$ cat config.mk
export PLATFORM = sky130hd
export DESIGN_NAME = s_mem_arbiter
export DESIGN_NICKNAME = d
export VERILOG_FILES = /design/src/rtl/rc4_pkg.sv /design/src/rtl/s_mem_arbiter_pick.sv /design/src/rtl/s_mem_arbiter.sv
export SDC_FILE = /design/constraint.sdc
export NUM_CORES = 1
export LEC_CHECK = 0
export CORE_UTILIZATION = 32
export DETAILED_ROUTE_END_ITERATION = 12
export MAX_ROUTING_LAYER = met4
export PLACE_DENSITY = 0.83
export SYNTH_ARGS = -nofsm -noshare
export SYNTH_HDL_FRONTEND = slang
export SYNTH_SLANG_ARGS = --single-unit
$ cat constraint.sdc
create_clock -name clk -period 3.9 [get_ports clk]
set_input_delay 0.585 -clock clk [delete_from_list [all_inputs] [get_ports clk]]
set_output_delay 0.585 -clock clk [all_outputs]
set_load 0.03 [all_outputs]
$ cat src/rtl/rc4_pkg.sv
// Shared RC4 lab types: S-array arbiter states, requester ids.
// Imported by the S-RAM arbiter and its priority picker.
package rc4_pkg;

  typedef enum logic [1:0] {
    IDLE  = 2'd0,
    GRANT = 2'd1,
    DRAIN = 2'd2
  } arb_state_t;

  localparam int REQ_INIT    = 0;
  localparam int REQ_KSA     = 1;
  localparam int REQ_PRGA    = 2;
  localparam int OWNER_W     = 2;
  localparam int NUM_REQ_DEF = 3;

  // One-hot decode of an owner index (up to four requesters).
  function automatic logic [3:0] owner_onehot(
    input logic [OWNER_W-1:0] idx
  );
    owner_onehot = 4'b0001 << idx;
  endfunction

endpackage

$ cat src/rtl/s_mem_arbiter_pick.sv
// arb_pick: combinational winner picker for the S-RAM arbiter.
// S_ARB_RR_EN selects round-robin from i_ptr; otherwise index 0 wins.
module arb_pick
  import rc4_pkg::*;
#(
  parameter int NUM_REQ = NUM_REQ_DEF
) (
  input  logic [NUM_REQ-1:0] i_req,
  input  logic [OWNER_W-1:0] i_ptr,
  output logic [OWNER_W-1:0] o_winner,
  output logic               o_found
);

`ifdef S_ARB_RR_EN
  // Scan from the pointer upwards, wrapping; the nearest request wins.
  always_comb begin
    o_winner = '0;
    o_found  = 1'b0;
    for (int k = NUM_REQ - 1; k >= 0; k--) begin
      int idx;
      idx = int'(i_ptr) + k;
      if (idx >= NUM_REQ) idx = idx - NUM_REQ;
      if (i_req[idx]) begin
        o_found  = 1'b1;
        o_winner = OWNER_W'(idx);
      end
    end
  end
`else
  logic w_unused_ptr;
  assign w_unused_ptr = |i_ptr;

  // Fixed priority: scan downwards so the lowest index is taken last.
  always_comb begin
    o_winner = '0;
    o_found  = 1'b0;
    for (int k = NUM_REQ - 1; k >= 0; k--) begin
      if (i_req[k]) begin
        o_found  = 1'b1;
        o_winner = OWNER_W'(k);
      end
    end
  end
`endif

endmodule

$ cat src/rtl/s_mem_arbiter.sv
// s_mem_arbiter: shares the single-port S RAM among init/KSA/PRGA.
// Define S_ARB_RR_EN for round-robin priority (default fixed).
module s_mem_arbiter
  import rc4_pkg::*;
#(
  parameter int NUM_REQ = NUM_REQ_DEF,
  parameter int ADDR_W  = 8,
  parameter int DATA_W  = 8
) (
  input  logic                      clk,
  input  logic                      reset_n,
  input  logic [NUM_REQ-1:0]        req,
  input  logic [NUM_REQ-1:0]        wren,
  input  logic [NUM_REQ*ADDR_W-1:0] address,
  input  logic [NUM_REQ*DATA_W-1:0] data,
  output logic [NUM_REQ-1:0]        gnt,
  output logic [NUM_REQ-1:0]        rvalid,
  output logic [DATA_W-1:0]         rdata,
  output logic                      busy,
  output logic [OWNER_W-1:0]        owner,
  output logic [ADDR_W-1:0]         mem_address,
  output logic [DATA_W-1:0]         mem_data,
  output logic                      mem_wren,
  input  logic [DATA_W-1:0]         mem_q
);

  arb_state_t           r_state;
  arb_state_t           w_next;
  logic [OWNER_W-1:0]   r_owner;
  logic [NUM_REQ-1:0]   r_gnt;
  logic [NUM_REQ-1:0]   r_rvalid;
  logic [OWNER_W-1:0]   w_ptr;
  logic [OWNER_W-1:0]   w_win;
  logic                 w_found;
  logic [3:0]           w_win_oh;
  logic [3:0]           w_own_oh;
  logic                 w_req_own;
  logic                 w_wren_own;
  logic [ADDR_W-1:0]    w_addr_own;
  logic [DATA_W-1:0]    w_data_own;
  logic                 w_access;
  logic                 w_take;

  arb_pick #(
    .NUM_REQ (NUM_REQ)
  ) u_pick (
    .i_req    (req),
    .i_ptr    (w_ptr),
    .o_winner (w_win),
    .o_found  (w_found)
  );

  assign w_win_oh = owner_onehot(w_win);
  assign w_own_oh = owner_onehot(r_owner);

  // Select the current owner's request bundle.
  always_comb begin
    w_req_own  = 1'b0;
    w_wren_own = 1'b0;
    w_addr_own = '0;
    w_data_own = '0;
    for (int i = 0; i < NUM_REQ; i++) begin
      if (r_owner == OWNER_W'(i)) begin
        w_req_own  = req[i];
        w_wren_own = wren[i];
        w_addr_own = address[i*ADDR_W +: ADDR_W];
        w_data_own = data[i*DATA_W +: DATA_W];
      end
    end
  end

  assign w_access = (r_state == GRANT) && w_req_own;
  assign w_take   = (w_next == GRANT) && (r_state != GRANT);

  // State register.
  always_ff @(posedge clk) begin
    if (!reset_n) r_state <= IDLE;
    else          r_state <= w_next;
  end

  // Next-state logic; DRAIN re-arbitrates without passing through IDLE.
  always_comb begin
    w_next = r_state;
    unique case (r_state)
      IDLE:    w_next = w_found ? GRANT : IDLE;
      GRANT:   w_next = w_req_own ? GRANT : DRAIN;
      DRAIN:   w_next = w_found ? GRANT : IDLE;
      default: w_next = IDLE;
    endcase
  end

  // RAM port mux: owner drives the RAM only while it still requests.
  always_comb begin
    mem_address = '0;
    mem_data    = '0;
    mem_wren    = 1'b0;
    if (w_access) begin
      mem_address = w_addr_own;
      mem_data    = w_data_own;
      mem_wren    = w_wren_own;
    end
  end

  // Owner and grant latch on entry to GRANT; grant clears on exit.
  always_ff @(posedge clk) begin
    if (!reset_n) begin
      r_owner <= '0;
      r_gnt   <= '0;
    end else if (w_take) begin
      r_owner <= w_win;
      r_gnt   <= w_win_oh[NUM_REQ-1:0];
    end else if (w_next != GRANT) begin
      r_gnt   <= '0;
    end
  end

  // Read-valid follows each granted read by one cycle (RAM latency).
  always_ff @(posedge clk) begin
    if (!reset_n)
      r_rvalid <= '0;
    else if (w_access && !w_wren_own)
      r_rvalid <= w_own_oh[NUM_REQ-1:0];
    else
      r_rvalid <= '0;
  end

`ifdef S_ARB_RR_EN
  logic [OWNER_W-1:0] r_ptr;

  // Round-robin pointer moves past each new winner.
  always_ff @(posedge clk) begin
    if (!reset_n)
      r_ptr <= '0;
    else if (w_take)
      r_ptr <= (w_win == OWNER_W'(NUM_REQ - 1)) ? '0 : w_win + 1'b1;
  end

  assign w_ptr = r_ptr;
`else
  assign w_ptr = '0;
`endif

  assign gnt    = r_gnt;
  assign rvalid = r_rvalid;
  assign rdata  = mem_q;
  assign busy   = (r_state != IDLE);
  assign owner  = r_owner;

endmodule

== Word-level counts from Yosys, hierarchy flattened ==
Index checks and enable logic that the tools add are counted.

* Bits in registers: 10
* Input bits: 64
* Output and inout bits: 34

* Equality and inequality tests: 7
* Shifts and indexed selects: 2
* Mux-type cells: 26
* Reductions and logical operators: 10

{| class="wikitable"
|+ Operator list
! kind !! count
|-
| $mux W8 || 8
|-
| $mux W1 || 11
|-
| $mux W2 || 4
|-
| $eq A2 B1 Y1 const B || 3
|-
| $mux W3 || 2
|-
| $shl A1 B2 Y3 const A || 2
|-
| $eq A2 B2 Y1 const B || 2
|-
| $logic_not A2 Y1 || 2
|-
| $ne A2 B1 Y1 const B || 2
|-
| $pmux W2 S2 || 1
|-
| $reduce_bool A2 Y1 || 2
|-
| $logic_and A1 B1 Y1 || 3
|-
| $reduce_and A2 Y1 || 1
|-
| $reduce_or A2 Y1 || 1
|-
| $logic_not A1 Y1 || 1
|}

== Depth between registers and ports, before layout ==
Gate-level depths: netlist of run 1.

* Word-level depth: 9
* Depth in mapped cells: 5

== By module ==
From an unflattened synthesis of run 1, not the netlist that was laid out.

* Cell total of the unflattened synthesis: 114
* Area, all modules: 1,053.5 um2

{| class="wikitable"
|+ Modules (own cells, without submodules)
! module !! instances !! cells an instance !! area each (um2) !! sequential area each (um2)
|-
| s_mem_arbiter || 1 || 111 || 1,033.5 || 200.2
|-
| arb_pick || 1 || 3 || 20.0 || 0.0
|}

== Worst setup path after synthesis of run 1 ==
No wires, ideal clock.

* Kind: flip-flop to output port
* From: register r_owner[1] (netlist: owner[1])
* To: output mem_address[0]
* Arrival time: 1.653 ns
* Data required time: 3.315 ns
* Path slack: 1.662 ns
* Cell stages (with the launch flop): 6
* Buffers on the path: 2
* Cells stage by stage: dfxtp_1 -> nor2b_1 -> buf_2 -> buf_2 -> nand2_1 -> a21oi_1

* Longest elaborated chain between the ends: 6

{| class="wikitable"
|+ RTL lines
! what !! RTL line !! source
|-
| start: declaration || s_mem_arbiter.sv:29 || <nowiki>logic [OWNER_W-1:0] r_owner;</nowiki>
|-
| start signal: assignment || s_mem_arbiter.sv:110 || <nowiki>r_owner <= w_win;</nowiki>
|-
| $logic_not A2 Y1 || s_mem_arbiter.sv:63 || <nowiki>if (r_owner == OWNER_W'(i)) begin</nowiki>
|-
| $mux W1 (3 in series) || s_mem_arbiter.sv:63 ||
|-
| $logic_and A1 B1 Y1 || s_mem_arbiter.sv:72 || <nowiki>assign w_access = (r_state == GRANT) && w_req_own;</nowiki>
|-
| $mux W8 * || s_mem_arbiter.sv:97 || <nowiki>if (w_access) begin</nowiki>
|-
| end: declaration || s_mem_arbiter.sv:21 || <nowiki>output logic [ADDR_W-1:0] mem_address,</nowiki>
|}

Mark *: on every way between the ends. The rest lies on a longest branch, timed or not.

== Final worst setup path of run 1 ==
* From: input req[0]
* To: output mem_address[0]

* Longest elaborated chain between the ends: 5

{| class="wikitable"
|+ RTL lines
! what !! RTL line !! source
|-
| start: declaration || s_mem_arbiter.sv:12 || <nowiki>input logic [NUM_REQ-1:0] req,</nowiki>
|-
| $mux W1 (3 in series) || s_mem_arbiter.sv:63 ||
|-
| $logic_and A1 B1 Y1 || s_mem_arbiter.sv:72 ||
|-
| $mux W8 || s_mem_arbiter.sv:97 ||
|}

Every way passes these cells.

==> results.sh, run 1 <==
export IMPL_irDropWorstVdd_uv=103
export IMPL_synth_edf_count=0
export IMPL_rsz0062_at_grt="false"
export IMPL_ys_top_cells_by_count="nand2_1, a21oi_1, mux2_2"
export IMPL_reg2reg_depth=3
export IMPL_start_kind="primary input"
export IMPL_hold_path_class="flop to flop"
export IMPL_wl_met2_mm=1.62
export IMPL_cts_sinks=10
export IMPL_fin_util_pct=61.9
export IMPL_min_period_ps=3190
export IMPL_netlist_cell_type_count=30
export IMPL_drv_slew=0
export IMPL_synthCells=136
export IMPL_ys_flop_type="dfxtp_1"
export IMPL_portBuffers=81
export IMPL_worst_slew_pin_slew_ps=583
export IMPL_holdCritStartpoint="gnt[2]$_SDFFE_PN0P_"
export IMPL_reg2reg_slack_ps=2270
export IMPL_avgViaCountPerCell=5.19
export IMPL_worstPathArrival_ps=2610
export IMPL_synth_top_area_share_pct=20.2
export IMPL_dieArea_um2=3330
export IMPL_met1Wirelength_mm=1.20
export IMPL_start_util_pct=34.8
export IMPL_crit_path_end_kind="primary output"
export IMPL_grt_max_degree=21
export IMPL_fmax_mhz=313
export IMPL_numCtsBuffers=3
export IMPL_cpMaxStageDelayCell="clkdlybuf4s50_1"
export IMPL_grt_usage_pct=20.2
export IMPL_status="finished, violations left"
export IMPL_ys_seq_elements=10
export IMPL_ctsHtreeMaxLevel=1
export IMPL_fin_ws_ps=705
export IMPL_final_nets=270
export IMPL_timing_rr_end="rvalid[2]$_SDFF_PN0_"
export IMPL_placedInstanceArea_um2=1740
export IMPL_setup_viol=0
export IMPL_yosysMostFrequentCell="nand2_1"
export IMPL_overflow=0
export IMPL_drt_pass1_iterations=8
export IMPL_postCtsHoldBufs=0
export IMPL_leakage_nw=0.690
export IMPL_coreArea_um2=2850
export IMPL_fillCellCount=269
export IMPL_dp_hpwl_mm=2.43
export IMPL_syn_to_final_growth_pct=77.7
export IMPL_p_per_area_nw_per_um2=216
export IMPL_drc=5
export IMPL_worst_path_most_repeated_cell="clkdlybuf4s50_1"
export IMPL_synth_top_area_cell="dfxtp_1"
export IMPL_worstPathRequired_ps=3310
export IMPL_clock_latency_ps=270
export IMPL_grt_pass1_wl_mm=5.23
export IMPL_clockRootBuffer="clkbuf_4"
export IMPL_wl_per_cell_um=13.4
export IMPL_tns_ps=0
export IMPL_yosysSeqAreaShare_pct=20.2
export IMPL_drt_initial_drc_count=40
export IMPL_maxCapViolCount=0
export IMPL_maxSlewHeadroom_pct=61.1
export IMPL_hold_violations=0
export IMPL_syn_avg_cell_area_um2=7.30
export IMPL_boundaryPins=98
export IMPL_antenna_found_initial=0
export IMPL_fin_skew_ps=0.763
export IMPL_layout_drive_gt1_share_pct=13.2
export IMPL_gp_congestion=0.773
export IMPL_vias=1220
export IMPL_hold_end="gnt[2]$_SDFFE_PN0P_"
export IMPL_wl_mm=3.16
export IMPL_syn_area_um2=993
export IMPL_slowest_delay_ps=630
export IMPL_die_y_um=57.7
export IMPL_place_ws_ps=693
export IMPL_die_w_um=57.7
export IMPL_ant_nets=0
export IMPL_post_cts_setup_buffers=0
export IMPL_tritoncts="built"
export IMPL_cts_resized_gates=0
export IMPL_path_class="primary input to primary output"
export IMPL_wl_met3_um=282
export IMPL_yosysWarnings=0
export IMPL_cp_max_fo=18
export IMPL_n_antenna_cell=0
export IMPL_num_rows=19
export IMPL_highest_layer="met4"
export IMPL_cp_cell_sequence="clkdlybuf4s50_1 > mux2_4 > a22oi_4 > a21oi_1 > clkdlybuf4s50_1"
export IMPL_grt_pass1_vias=1242
export IMPL_violations="design-rule violations"
export IMPL_synth_fp_nets=200
export IMPL_clkTransAtPathRegs_ps=60
export IMPL_whs_path_depth=2
export IMPL_r2r_start="owner[0]$_SDFFE_PN0P_"
export IMPL_finalCritPeriodShare_pct=81.9
export IMPL_synthTopCellsByArea="dfxtp_1, mux2_2, nand2_1"
export IMPL_final_area_um2=1770
export IMPL_clock_path_buffers=2
export IMPL_async_reset_ff_share_pct=0
==> cell usage in the layout, fill, tap and decap left out, types with 2 or more instances in the layout <==
master / count
mux2_2: 17
nand3b_1: 2
nand3_1: 2
nand4_1: 7
clkbuf_4: 3
o21ai_0: 2
dfxtp_1: 10
buf_4: 2
nand2_1: 36
inv_1: 2
nor2_1: 4
clkdlybuf4s50_1: 81
a21oi_1: 20
==> layer usage <==
| layer | GRT usage, % | vias to the layer above |
|---|---|---|
| met5 | - | - |
| met3 | 5.80 | 6 |
| met1 | 20.9 | 553 |
| met4 | 5.10 | 0 |
| li1 | - | 602 |
| met2 | 37.5 | 59 |
==> worst max-delay path by stage <==
stage,startpoint,to,slack [ps]
2_1_floorplan,owner[1]$_SDFFE_PN0P_,mem_address[0],1660
3_3_place_gp,req[0],mem_data[6],740
3_5_place_dp,req[0],mem_address[0],690
4_1_cts,req[0],mem_address[0],690
5_1_grt,req[0],mem_address[0],560
6_report,req[0],mem_address[0],710
==> report_power, final <==
group / internal (mW) / switching, mW
registers: 0.107 / 0.00707
logic: 0.107 / 0.0884
clock network: 0.0357 / 0.0352
total: 0.250 / 0.131
==> stage by stage <==
stage                     hold slack, ps  instances  total power, mW
final                                515        235            0.381
after global routing                 543        235            0.405
after CTS                            515        235            0.384
after detailed placement             507        232            0.312
after global placement               491        232            0.308
after floorplan                      524        136            0.232
==> final cells by class <==
class / count / area (µm²) / share of cell area [%]
well taps: 31 / 38.8 / 2.20
clock buffers: 3 / 22.5 / 1.28
flip-flops and latches: 10 / 200 / 11.3
multi-input cells: 106 / 671 / 38.0
repair buffers: 83 / 826 / 46.8
inverters: 2 / 7.51 / 0.425
==> critical path, delay by kind of cell <==
family / cells / cell delay (ps)
compound gates: 2 / 540
buf+inv: 2 / 1120
mux: 1 / 360
==> cells by family (layout without fill, tap and decap cells) <==
family                 count (synthesis)  count (layout)  share of synthesized area (%)
AND/OR/NAND/NOR                       62              62                           31.2
flip-flops                            10              10                           20.2
multiplexers                          18              18                           20.8
buffers and inverters                 20              88                           12.3
AO/OA/AOI/OAI                         26              26                           15.5
==> flip-flops by register name (all words and copies together) (netlist names) <==
| register | count |
|---|---|
| rvalid | 3 |
| gnt | 3 |
| owner | 2 |
| r_state | 2 |
Power figures use the tool's default switching activity.
==> run 2: changes to the inputs <==
--- a/config.mk
+++ b/config.mk
@@ -5,10 +5,10 @@
 export SDC_FILE = /design/constraint.sdc
 export NUM_CORES = 1
 export LEC_CHECK = 0
-export CORE_UTILIZATION = 32
+export CORE_UTILIZATION = 30
 export DETAILED_ROUTE_END_ITERATION = 12
 export MAX_ROUTING_LAYER = met4
-export PLACE_DENSITY = 0.83
+export PLACE_DENSITY = 0.79
 export SYNTH_ARGS = -nofsm -noshare
 export SYNTH_HDL_FRONTEND = slang
 export SYNTH_SLANG_ARGS = --single-unit
==> constraint.sdc (replaced) <==
create_clock -name clk -period 3 [get_ports clk]
set_input_delay 0.45 -clock clk [delete_from_list [all_inputs] [get_ports clk]]
set_output_delay 0.45 -clock clk [all_outputs]
set_load 0.03 [all_outputs]
==> results.sh, run 2 (same netlist as run 1, synthesis figures left out) <==
export IMPL_num_rows=20
export IMPL_wl_mm=2.88
export IMPL_hold_path_class="flop to flop"
export IMPL_status="completed"
export IMPL_dp_hpwl_mm=2.31
export IMPL_maxCapViolCount=0
export IMPL_drt_initial_drc_count=39
export IMPL_antenna_found_initial=0
export IMPL_holdCritStartpoint="gnt[0]$_SDFFE_PN0P_"
export IMPL_grt_max_degree=21
export IMPL_grt_usage_pct=16.7
export IMPL_maxSlewHeadroom_pct=58.5
export IMPL_final_cell_mix="clkdlybuf4s50_1, nand2_1, a21oi_1"
export IMPL_cp_max_fo=18
export IMPL_timing_rr_end="rvalid[2]$_SDFF_PN0_"
export IMPL_coreArea_um2=3100
export IMPL_stdcell_count=249
export IMPL_avgViaCountPerCell=4.78
export IMPL_wl_per_cell_um=11.6
export IMPL_drv_slew=0
export IMPL_clkTransAtPathRegs_ps=80
export IMPL_worst_slew_pin_slew_ps=622
export IMPL_fin_skew_ps=5.85
export IMPL_start_kind="primary input"
export IMPL_leakage_nw=0.730
export IMPL_ant_nets=0
export IMPL_n_antenna_cell=0
export IMPL_hold_end="gnt[0]$_SDFFE_PN0P_"
export IMPL_placed_cells=245
export IMPL_hold_violations=0
export IMPL_die_w_um=59.5
export IMPL_post_cts_setup_buffers=0
export IMPL_multiInputGateArea_um2=671
export IMPL_irDropWorstVdd_uv=110
export IMPL_whs_path_depth=2
export IMPL_clock_path_buffers=2
export IMPL_syn_to_final_growth_pct=76.4
export IMPL_cp_cell_sequence="clkdlybuf4s50_1 > mux2_4 > a22oi_4 > a21oi_1 > buf_4"
export IMPL_vias=1191
export IMPL_drc=0
export IMPL_min_period_ps=2530
export IMPL_slowest_delay_ps=490
export IMPL_final_nets=270
export IMPL_setup_viol=0
export IMPL_worstPathArrival_ps=2080
export IMPL_hold_slack_ps=494
export IMPL_cpMaxStageDelayCell="clkdlybuf4s50_1"
export IMPL_clock_latency_ps=270
export IMPL_grt_pass1_wl_mm=4.33
export IMPL_layout_drive_gt1_share_pct=22.0
export IMPL_layout_commonest_cell="clkdlybuf4s50_1"
export IMPL_tritoncts="built"
export IMPL_grt_pass1_vias=1019
export IMPL_path_class="primary input to primary output"
export IMPL_drt_pass1_iterations=4
export IMPL_boundaryPins=98
export IMPL_overflow=0
export IMPL_start_util_pct=32.0
export IMPL_portBuffers=81
export IMPL_rsz0062_at_grt="false"
export IMPL_die_y_um=59.5
export IMPL_reg2reg_slack_ps=1300
export IMPL_p_per_area_nw_per_um2=297
export IMPL_seq_area_um2=200
export IMPL_clockRootBuffer="clkbuf_4"
export IMPL_postCtsHoldBufs=0
export IMPL_ctsHtreeMaxLevel=1
export IMPL_final_area_um2=1750
export IMPL_dieArea_um2=3550
export IMPL_tns_ps=0
export IMPL_reg2reg_depth=3
export IMPL_finalCritPeriodShare_pct=84.3
export IMPL_r2r_start="owner[0]$_SDFFE_PN0P_"
export IMPL_numCtsBuffers=3
export IMPL_cts_sinks=10
export IMPL_cts_resized_gates=0
export IMPL_placedInstanceArea_um2=1720
export IMPL_fillCellCount=302
export IMPL_worstPathRequired_ps=2550
export IMPL_crit_path_end_kind="primary output"
export IMPL_gp_congestion=0.795
export IMPL_fmax_mhz=396
[run 2: worst max-delay path: cells and delay by family]
| kind | cells | cell delay (ps) |
|---|---|---|
| AO/OA/AOI/OAI | 2 | 580 |
| buffers and inverters | 2 | 690 |
| multiplexers | 1 | 350 |
[run 2: final cells by class]
| class | count | area share (%) |
|---|---|---|
| timing repair buffer | 83 | 44.7 |
| multi-input combinational | 106 | 38.3 |
| clock buffer | 4 | 2.07 |
| tap | 44 | 3.14 |
| sequential | 10 | 11.4 |
| inverter | 2 | 0.428 |
[run 2: metal layers]
metal / GRT usage (%) / wire (µm)
met2: 28.3 / 1450
met4: 6.98 / 50
met1: 19.7 / 1180
met3: 2.40 / 200
met5: - / 0
[run 2: how the worst max path moves through the flow]
| stage | startpoint | to | slack [ps] | cells past startpoint |
|---|---|---|---|---|
| 5_1_grt | owner[0]$_SDFFE_PN0P_ | mem_address[5] | 350 | 4 |
| 2_1_floorplan | owner[1]$_SDFFE_PN0P_ | mem_address[0] | 900 | 5 |
| 3_5_place_dp | req[0] | mem_address[5] | 440 | 5 |
| 4_1_cts | owner[0]$_SDFFE_PN0P_ | mem_address[5] | 430 | 4 |
| 6_report | req[0] | mem_address[5] | 470 | 5 |
| 3_3_place_gp | req[0] | mem_address[5] | 470 | 5 |
[run 2: stage by stage]
step	worst slack, ps	power, mW	utilization (%)
CTS	428	0.526	56.5
detailed placement	440	0.400	55.3
global placement	472	0.398	55.3
floorplan	897	0.302	-
global route	350	0.551	56.5
finish	472	0.520	56.5
[run 2: report_power, final]
group          internal (mW)  total (mW)  switching [mW]
clock network         0.0737       0.125          0.0518
registers              0.139       0.148         0.00935
logic                  0.134       0.246           0.113
total                  0.346       0.520           0.174
==> run 3: changes to the inputs <==
--- a/config.mk
+++ b/config.mk
@@ -5,10 +5,10 @@
 export SDC_FILE = /design/constraint.sdc
 export NUM_CORES = 1
 export LEC_CHECK = 0
-export CORE_UTILIZATION = 30
+export CORE_UTILIZATION = 27
 export DETAILED_ROUTE_END_ITERATION = 12
 export MAX_ROUTING_LAYER = met4
-export PLACE_DENSITY = 0.79
+export PLACE_DENSITY = 0.75
 export SYNTH_ARGS = -nofsm -noshare
 export SYNTH_HDL_FRONTEND = slang
 export SYNTH_SLANG_ARGS = --single-unit
==> constraint.sdc (replaced) <==
create_clock -name clk -period 2.3 [get_ports clk]
set_input_delay 0.345 -clock clk [delete_from_list [all_inputs] [get_ports clk]]
set_output_delay 0.345 -clock clk [all_outputs]
set_load 0.03 [all_outputs]
==> results.sh, run 3 (same netlist as run 1, synthesis figures left out) <==
export IMPL_final_nets=273
export IMPL_overflow=0
export IMPL_wl_mm=3.12
export IMPL_status="completed"
export IMPL_r2r_start="r_state[0]$_SDFF_PN0_"
export IMPL_drc=0
export IMPL_crit_path_end_kind="primary output"
export IMPL_placed_cells=250
export IMPL_worst_slew_pin_slew_ps=602
export IMPL_fmax_mhz=471
export IMPL_maxSlewHeadroom_pct=59.9
export IMPL_boundaryPins=98
export IMPL_grt_usage_pct=17.4
export IMPL_min_period_ps=2120
export IMPL_irDropWorstVdd_uv=227
export IMPL_leakage_nw=0.757
export IMPL_grt_pass1_wl_mm=5.35
export IMPL_clkTransAtPathRegs_ps=50
export IMPL_dieArea_um2=3930
export IMPL_cts_resized_gates=0
export IMPL_clockRootBuffer="clkbuf_8"
export IMPL_clock_latency_ps=240
export IMPL_wl_per_cell_um=12.3
export IMPL_stdcell_count=254
export IMPL_highest_layer="met4"
export IMPL_num_rows=21
export IMPL_setup_viol=0
export IMPL_start_kind="flop"
export IMPL_die_y_um=62.7
export IMPL_coreArea_um2=3440
export IMPL_worstPathArrival_ps=1780
export IMPL_rsz0062_at_grt="false"
export IMPL_wl_met2_mm=1.51
export IMPL_gp_congestion=0.774
export IMPL_ant_nets=0
export IMPL_layout_drive_gt1_share_pct=23.1
export IMPL_p_per_area_nw_per_um2=414
export IMPL_fin_skew_ps=2.22
export IMPL_post_cts_setup_buffers=0
export IMPL_tritoncts="built"
export IMPL_numCtsBuffers=3
export IMPL_layout_commonest_cell="clkdlybuf4s50_1"
export IMPL_startpoint="owner[0]$_SDFFE_PN0P_"
export IMPL_tns_ps=0
export IMPL_path_class="flop to primary output"
export IMPL_timing_rr_end="rvalid[2]$_SDFF_PN0_"
export IMPL_vias=1181
export IMPL_drt_initial_drc_count=47
export IMPL_antenna_found_initial=0
export IMPL_dp_hpwl_mm=2.35
export IMPL_reg2reg_slack_ps=770
export IMPL_cp_max_fo=17
export IMPL_met1Wirelength_mm=1.39
export IMPL_finalCritPeriodShare_pct=92.2
export IMPL_critPathCapture="mem_data[3]"
export IMPL_n_antenna_cell=0
export IMPL_grt_pass1_vias=1255
export IMPL_avgViaCountPerCell=4.65
export IMPL_hold_path_class="flop to flop"
export IMPL_postCtsHoldBufs=0
export IMPL_drt_pass1_iterations=4
export IMPL_die_w_um=62.7
export IMPL_clock_path_buffers=2
export IMPL_start_util_pct=28.9
export IMPL_grt_max_degree=21
export IMPL_cts_sinks=10
export IMPL_maxCapViolCount=0
export IMPL_hold_slack_ps=500
export IMPL_reg2reg_depth=4
export IMPL_final_cell_mix="clkdlybuf4s50_1, nand2_1, buf_4"
export IMPL_total_power_uw=749
export IMPL_drv_slew=0
export IMPL_syn_to_final_growth_pct=82.1
export IMPL_ctsHtreeMaxLevel=1
export IMPL_worstPathRequired_ps=1960
export IMPL_hold_violations=0
export IMPL_portBuffers=81
export IMPL_wl_met3_um=220
## run 3: worst min path at each step
stage                         from                   end  depth (start not counted)
2_1_floorplan              wren[2]  rvalid[2]$_SDFF_PN0_                          1
3_3_place_gp   gnt[2]$_SDFFE_PN0P_   gnt[2]$_SDFFE_PN0P_                          2
3_5_place_dp   gnt[0]$_SDFFE_PN0P_   gnt[0]$_SDFFE_PN0P_                          2
4_1_cts        gnt[0]$_SDFFE_PN0P_   gnt[0]$_SDFFE_PN0P_                          2
5_1_grt        gnt[0]$_SDFFE_PN0P_   gnt[0]$_SDFFE_PN0P_                          2
6_report       gnt[2]$_SDFFE_PN0P_   gnt[2]$_SDFFE_PN0P_                          2
## run 3: layer usage
metal	vias to the layer above	track usage (%)
met1	512	18.3
met2	53	30.6
met5	-	-
met4	0	4.07
li1	614	-
met3	2	6.57
## run 3: metrics by stage
step	util [%]	setup WS [ps]	area [µm²]
global route	52.6	35.7	1810
detailed placement	51.0	202	1750
CTS	52.6	164	1810
finish	52.6	179	1810
global placement	51.0	225	1750
floorplan	-	302	993
## run 3: where the power goes
part / internal [mW] / total [mW] / switching (mW)
clock: 0.151 / 0.220 / 0.0697
combinational: 0.183 / 0.335 / 0.153
sequential: 0.182 / 0.194 / 0.0116
## run 3: final cells by class
class,count,area [µm²]
Fill cell,349,1630
Timing Repair Buffer,86,818
Multi-Input combinational cell,106,671
Sequential cell,10,200
Tap cell,46,57.6
Clock buffer,4,55.1
Inverter,2,7.51
## run 3: critical path: stages (launching register included)
cell and delay (ps):
dfxtp_1 530, buf_4 320, mux2_2 370, nand2_1 70
a21oi_1 80, buf_4 170
